## config.mk

```make
export PLATFORM = sky130hd
export DESIGN_NAME = unified_mem_arbiter
export DESIGN_NICKNAME = d
export VERILOG_FILES = /design/src/rtl/unified_mem_arbiter.sv
export SDC_FILE = /design/constraint.sdc
export NUM_CORES = 1
export LEC_CHECK = 0
export CORE_MARGIN = 8
export CORE_UTILIZATION = 35
export CTS_CLUSTER_SIZE = 20
export DETAILED_ROUTE_END_ITERATION = 10
export PLACE_DENSITY = 0.81
export SYNTH_ARGS = -nofsm -noshare
export SYNTH_HDL_FRONTEND = slang
export SYNTH_SLANG_ARGS = --single-unit
```

## constraint.sdc

```tcl
create_clock -name clk -period 5 [get_ports clk]
set_input_delay 1.25 -clock clk [delete_from_list [all_inputs] [get_ports clk]]
set_output_delay 1.25 -clock clk [all_outputs]
set_load 0.02 [all_outputs]
```

## src/rtl/unified_mem_arbiter.sv

```systemverilog
// Shares one single-ported, fixed-latency memory between instruction fetch and data access.
// One access is in flight at a time; data wins ties unless fetch has been starved too long.
module unified_mem_arbiter #(
  parameter int ADDR_W       = 32,
  parameter int DATA_W       = 32,
  parameter int MEM_LAT      = 1,
  parameter int MAX_D_STREAK = 4
) (
  input  logic              clk,
  input  logic              reset,
  input  logic              if_req,
  input  logic [ADDR_W-1:0] if_addr,
  output logic              if_gnt,
  output logic              if_rvalid,
  output logic [DATA_W-1:0] if_rdata,
  input  logic              d_req,
  input  logic              d_we,
  input  logic [ADDR_W-1:0] d_addr,
  input  logic [DATA_W-1:0] d_wdata,
  output logic              d_gnt,
  output logic              d_rvalid,
  output logic [DATA_W-1:0] d_rdata,
  output logic              mem_en,
  output logic              mem_we,
  output logic [ADDR_W-1:0] mem_addr,
  output logic [DATA_W-1:0] mem_wdata,
  input  logic [DATA_W-1:0] mem_rdata,
  output logic              busy
);

  localparam int              CNT_W      = (MEM_LAT > 1) ? $clog2(MEM_LAT) : 1;
  localparam logic [CNT_W-1:0] CNT_INIT  = CNT_W'(MEM_LAT - 1);
  localparam logic [3:0]      STREAK_MAX = 4'(MAX_D_STREAK);

  typedef enum logic [1:0] {S_IDLE, S_ISSUE, S_WAIT, S_RESP} state_t;

  state_t            r_state;
  logic              r_owner_d;
  logic              r_we;
  logic [ADDR_W-1:0] r_addr;
  logic [DATA_W-1:0] r_wdata;
  logic [DATA_W-1:0] r_if_rdata;
  logic [DATA_W-1:0] r_d_rdata;
  logic [CNT_W-1:0]  r_cnt;
  logic [3:0]        r_streak;

  logic w_arb;
  logic w_if_win;
  logic w_if_gnt;
  logic w_d_gnt;

  // Arbitration is only open while no access occupies the memory (IDLE) or while the
  // previous one is being handed back (RESP), which gives back-to-back throughput.
  assign w_arb    = (r_state == S_IDLE) || (r_state == S_RESP);
  assign w_if_win = if_req && (!d_req || (r_streak == STREAK_MAX));
  assign w_if_gnt = w_arb && w_if_win;
  assign w_d_gnt  = w_arb && d_req && !w_if_win;

  always_ff @(posedge clk or posedge reset) begin
    if (reset) begin
      r_state    <= S_IDLE;
      r_owner_d  <= 1'b0;
      r_we       <= 1'b0;
      r_addr     <= '0;
      r_wdata    <= '0;
      r_if_rdata <= '0;
      r_d_rdata  <= '0;
      r_cnt      <= '0;
      r_streak   <= '0;
    end else begin
      case (r_state)
        S_IDLE, S_RESP: begin
          if (w_if_gnt) begin
            r_state   <= S_ISSUE;
            r_owner_d <= 1'b0;
            r_we      <= 1'b0;
            r_addr    <= if_addr;
            r_streak  <= '0;
          end else if (w_d_gnt) begin
            r_state   <= S_ISSUE;
            r_owner_d <= 1'b1;
            r_we      <= d_we;
            r_addr    <= d_addr;
            r_wdata   <= d_wdata;
            // Only grants won against a waiting fetch count toward starvation.
            if (!if_req) begin
              r_streak <= '0;
            end else if (r_streak != STREAK_MAX) begin
              r_streak <= r_streak + 4'd1;
            end
          end else begin
            r_state <= S_IDLE;
          end
        end
        S_ISSUE: begin
          r_state <= S_WAIT;
          r_cnt   <= CNT_INIT;
        end
        S_WAIT: begin
          if (r_cnt == '0) begin
            r_state <= S_RESP;
            if (!r_we) begin
              if (r_owner_d) begin
                r_d_rdata <= mem_rdata;
              end else begin
                r_if_rdata <= mem_rdata;
              end
            end
          end else begin
            r_cnt <= r_cnt - CNT_W'(1);
          end
        end
        default: r_state <= S_IDLE;
      endcase
    end
  end

  // Strobes decode from state so an asynchronous reset removes them at once.
  assign mem_en    = (r_state == S_ISSUE);
  assign mem_we    = (r_state == S_ISSUE) && r_we;
  assign mem_addr  = r_addr;
  assign mem_wdata = r_wdata;

  assign if_gnt    = w_if_gnt;
  assign d_gnt     = w_d_gnt;
  assign if_rvalid = (r_state == S_RESP) && !r_owner_d;
  assign d_rvalid  = (r_state == S_RESP) && r_owner_d;
  assign if_rdata  = r_if_rdata;
  assign d_rdata   = r_d_rdata;
  assign busy      = (r_state != S_IDLE);

endmodule

```

Word-level counts from Yosys, hierarchy flattened --
Index checks and enable logic that the tools add are counted. W data, S select, Z words.
Storage, ports and cells: register bits after elaboration 137, latch bits 0, memory bits (writable) 0, bits in read-only memories 0, input port bits 133, output and inout port bits 135, logic and storage cells 60, memories kept 0
Cells by class: $add $sub $neg 2, $mul 0, div/mod/pow operators 0, $lt $le $gt $ge 0, equal/unequal tests 7, shifts and indexed selects 0, mux-type cells 16, bitwise logic cells 4, reductions and logical operators 22
Operators by type and width (count):
- $mux W32 | 2
- $mux W4 | 4
- $reduce_and A4 Y1 | 2
- $logic_and A1 B1 Y1 | 7
- $mux W1 | 7
- $pmux W2 S3 | 1
- $reduce_and A3 Y1 | 2
- $reduce_bool A2 Y1 | 3
- $add A4 B1 Y4 const B | 1
- $eq A2 B2 Y1 const B | 2
- $eq A4 B3 Y1 const B | 1
- $ne A4 B3 Y1 const B | 1
- $not A1 Y1 | 4
- $logic_not A1 Y1 | 3
- $ne A3 B1 Y1 const B | 1
- $eq A2 B1 Y1 const B | 1
- $logic_not A2 Y1 | 1
- $logic_or A1 B1 Y1 | 2
- $mux W2 | 1
- $ne A2 B2 Y1 const B | 1
- $pmux W1 S2 | 1
- $reduce_and A2 Y1 | 1
- $reduce_or A2 Y1 | 1
- $sub A1 B1 Y1 const B | 1

Longest topological paths before layout --
word-level depth 8, mapped depth 8, mapped depth without buffers 7

Least setup slack after synthesis --
OpenSTA, ideal clock, no wires.
path type input port to output port, from in if_req, to out if_gnt, arrival 1.933 ns, data required time 3.750 ns, setup slack 1.817 ns, stages on the path 4, buffers on the path 1, path through nor2b_1 o21ai_2 inv_1 buf_2
On the way: longest elaborated chain between the ends 2
RTL lines:
- start, declared | line 11 | input logic if_req,
- $logic_and A1 B1 Y1 | line 55 | assign w_if_win = if_req && (!d_req || (r_streak == STREAK_MAX));
- $logic_and A1 B1 Y1 | line 56 | assign w_if_gnt = w_arb && w_if_win;
- end, declared | line 13 | output logic if_gnt,
Every way passes these cells.

Worst setup path in the final report --
Ends and elaborated chain as after synthesis.

==> results.md <==
* Status: completed
* Clk Latency, worst-skew pair at 400 ps
* Post-synth EDFFs at 0
* Fin crit period at 4266 ps
* Io pins at 268
* Post-Layout Cell Count at 868
* Flop-to-flop setup slack at 2610 ps
* Commonest non-fill, non-tap cell in the layout: clkdlybuf4s50_1
* TritonCTS Buffers at 17
* Vias in the first global route at 4865
* Post-synth top flop: dfrtp_1
* WP data required at 3750 ps
* # hold bufs at CTS at 0
* Die area at 19780 sq um
* # diodes at 0
* Cells after synthesis at 395
* Most area-hungry cell type in the Yosys netlist: dfrtp_1
* Hold Vio Cnt, Final at 0
* Die H at 140.6 um
* Global route overflow at 0
* Drt pass-1 iters at 4
* Worst flop-to-flop path startpoint: r_state[0]
* Mapped Avg Cell Area at 13.77 sq um
* Top Usage Layer GRT: met2
* RSZ-0062 raised after global routing: no
* Met1 usage at 17.81%
* Most frequent cells in the layout: clkdlybuf4s50_1 (267), dfrtp_1 (136), mux2_2 (92)
* Area Overhead vs Synth at 65.05%
* Overall die width at 140.6 um
* Setup TNS at 0 ps
* Top post-synthesis cells by area: dfrtp_1 (63%), mux2_2 (19%), a22oi_1 (4.6%)
* Met3 GRT Util at 7.090%
* WL final at 16550 um
* Worst r2r path cells at 5
* Peak VDD IR at 339.7 uV
* Critical Path End: if_gnt
* CP Class: in2out
* Worst slew pin tran at 1371 ps
* Worst endpoint data arrival time at 3020 ps
* Reg clk slew, reported paths at 50 ps
* Max-slew headroom at 8.523%
* Yosys warning count at 0
* Hold Crit Class: reg2reg
* Placed Instances at 836
* Met2 Use GR at 28.90%
* Setup Viol. Count Final at 0
* Sequential share of the synthesized area at 62.59%
* First-pass GRT wire length at 26060 um
* Initial Util at 35.77%
* Post-CTS Setup Bufs at 0
* Maximum fanout along the worst path at 7
* Vias/cell at 4.862
* Fmax at 234.4 MHz
* Post-synth cell types at 28
* IO buf count at 267
* Fillers at 1192
* Nets at 806
* Worst Setup SP: if_req
* Core region area at 15200 sq um
* CP Capture Type: primary output
* Layout cells sized above 1 at 20.15%
* PD cells at 756.1 nW/um^2
* Root Buffer: clkbuf_16
* GRT Overall Usage at 16.72%
* Largest net degree at the start of global routing at 101
* H-tree levels at 4
* Post-Route Skew at 8.108 ps
* Initial antenna violation count at 0
* GPL Wtd Cong at 0.8336
* Slew Limit Fails at 0
* Leak pwr at 3.821 nW
* Via count at 4220
* Post-DRT Antenna Nets at 0
* Post_cts resized at 0
* Crit share post-route at 85.32%
* WL/cell at 19.07 um
* CTS tree: done
* Post-detail-place hpwl at 12590 um
* CTS Buffer Depth at 2
* DRC at 0
* # rows at 45
* Max-cap violations at 0
* Ys async rst share at 100.0%
* Syn Nets at 534
* WHS Path Cells at 1
* Critical Path Start Type: input pin
* Clk sink count at 136
* Cell area after synthesis at 5438 sq um
* Initial DRC count at 125
* #FFs+latches synth at 136
* Worst r2r dst: mem_addr[27]
* Top-area cell type share of the netlist area at 62.59%
## report_power, final
part           total, mW  internal (mW)  switching, mW
Clock               1.41          0.949          0.460
Combinational       3.38           1.69           1.68
Sequential          2.00           1.68          0.323
Total               6.79           4.32           2.47
## kinds of logic after synthesis
logic type               Yosys count  share of synthesized area (%)
AO/OA/AOI/OAI                     41                          5.868
adder cells (fa/ha/maj)            6                          1.381
buffers and inverters             30                          2.715
flip-flops                       136                          62.59
multiplexers                      96                          19.88
AND/OR/NAND/NOR                   86                          7.570
## critical path, stage by stage
cell and delay, ps:
clkdlybuf4s50_1 640, nor2b_1 300, o21ai_2 100, inv_1 90
clkdlybuf4s50_1 630
## sequential cells by signal, summed over array words and instances, names as in the netlist
name,cells
if_rdata,32
r_we,1
mem_addr,32
r_state,2
d_rdata,32
mem_wdata,32
r_owner_d,1
r_streak,4
## synthesized netlist by cell type, types with 2 or more instances
| cell | number |
|---|---|
| nand3_1 | 35 |
| nor2_1 | 3 |
| dfrtp_1 | 136 |
| mux2_1 | 4 |
| nor2b_1 | 2 |
| a22oi_1 | 33 |
| nand2_1 | 37 |
| inv_1 | 8 |
| buf_6 | 3 |
| o21ai_0 | 2 |
| ha_1 | 6 |
| and2_1 | 3 |
| clkbuf_1 | 8 |
| buf_2 | 10 |
| mux2_2 | 92 |
## through the flow
step	util [%]	instance area (sq um)	setup WS (ps)	hold WS (ps)	power, mW
4_1_cts	59.04	8975	719.7	495.1	6.885
2_1_floorplan	-	5438	110.5	469.1	3.823
6_report	59.04	8975	733.8	488.1	6.786
3_3_place_gp	54.63	8305	794.8	466.1	5.297
3_5_place_dp	54.63	8305	716.8	477.7	5.441
5_1_grt	59.04	8975	641.9	514.5	7.156
## layout make-up
| type | count | area (sq um) | share of cell area, % |
|---|---|---|---|
| inverter | 8 | 35.03 | 0.3904 |
| multi-input combinational | 229 | 1899 | 21.16 |
| clock buffer | 20 | 446.7 | 4.977 |
| timing repair buffer | 275 | 2733 | 30.45 |
| sequential | 136 | 3403 | 37.92 |
| clock inverter | 12 | 222.7 | 2.482 |
| tap | 188 | 235.2 | 2.621 |
## metal layers
layer	vias up	part of all wire (%)
met5	-	0
met4	0	2.3
met3	23	9.2
met2	189	50
met1	2047	39
li1	1961	-
## how the worst min path moves through the flow
stage	start	to	slack, ps
after detailed placement	mem_wdata[25]	mem_wdata[25]	480
after global placement	mem_wdata[7]	mem_wdata[7]	470
after CTS	mem_wdata[25]	mem_wdata[25]	500
after floorplan	r_streak[3]	r_streak[3]	470
after global routing	if_rdata[23]	if_rdata[23]	510
final	mem_wdata[25]	mem_wdata[25]	490
Note: power is estimated with default switching activity, not from simulation.
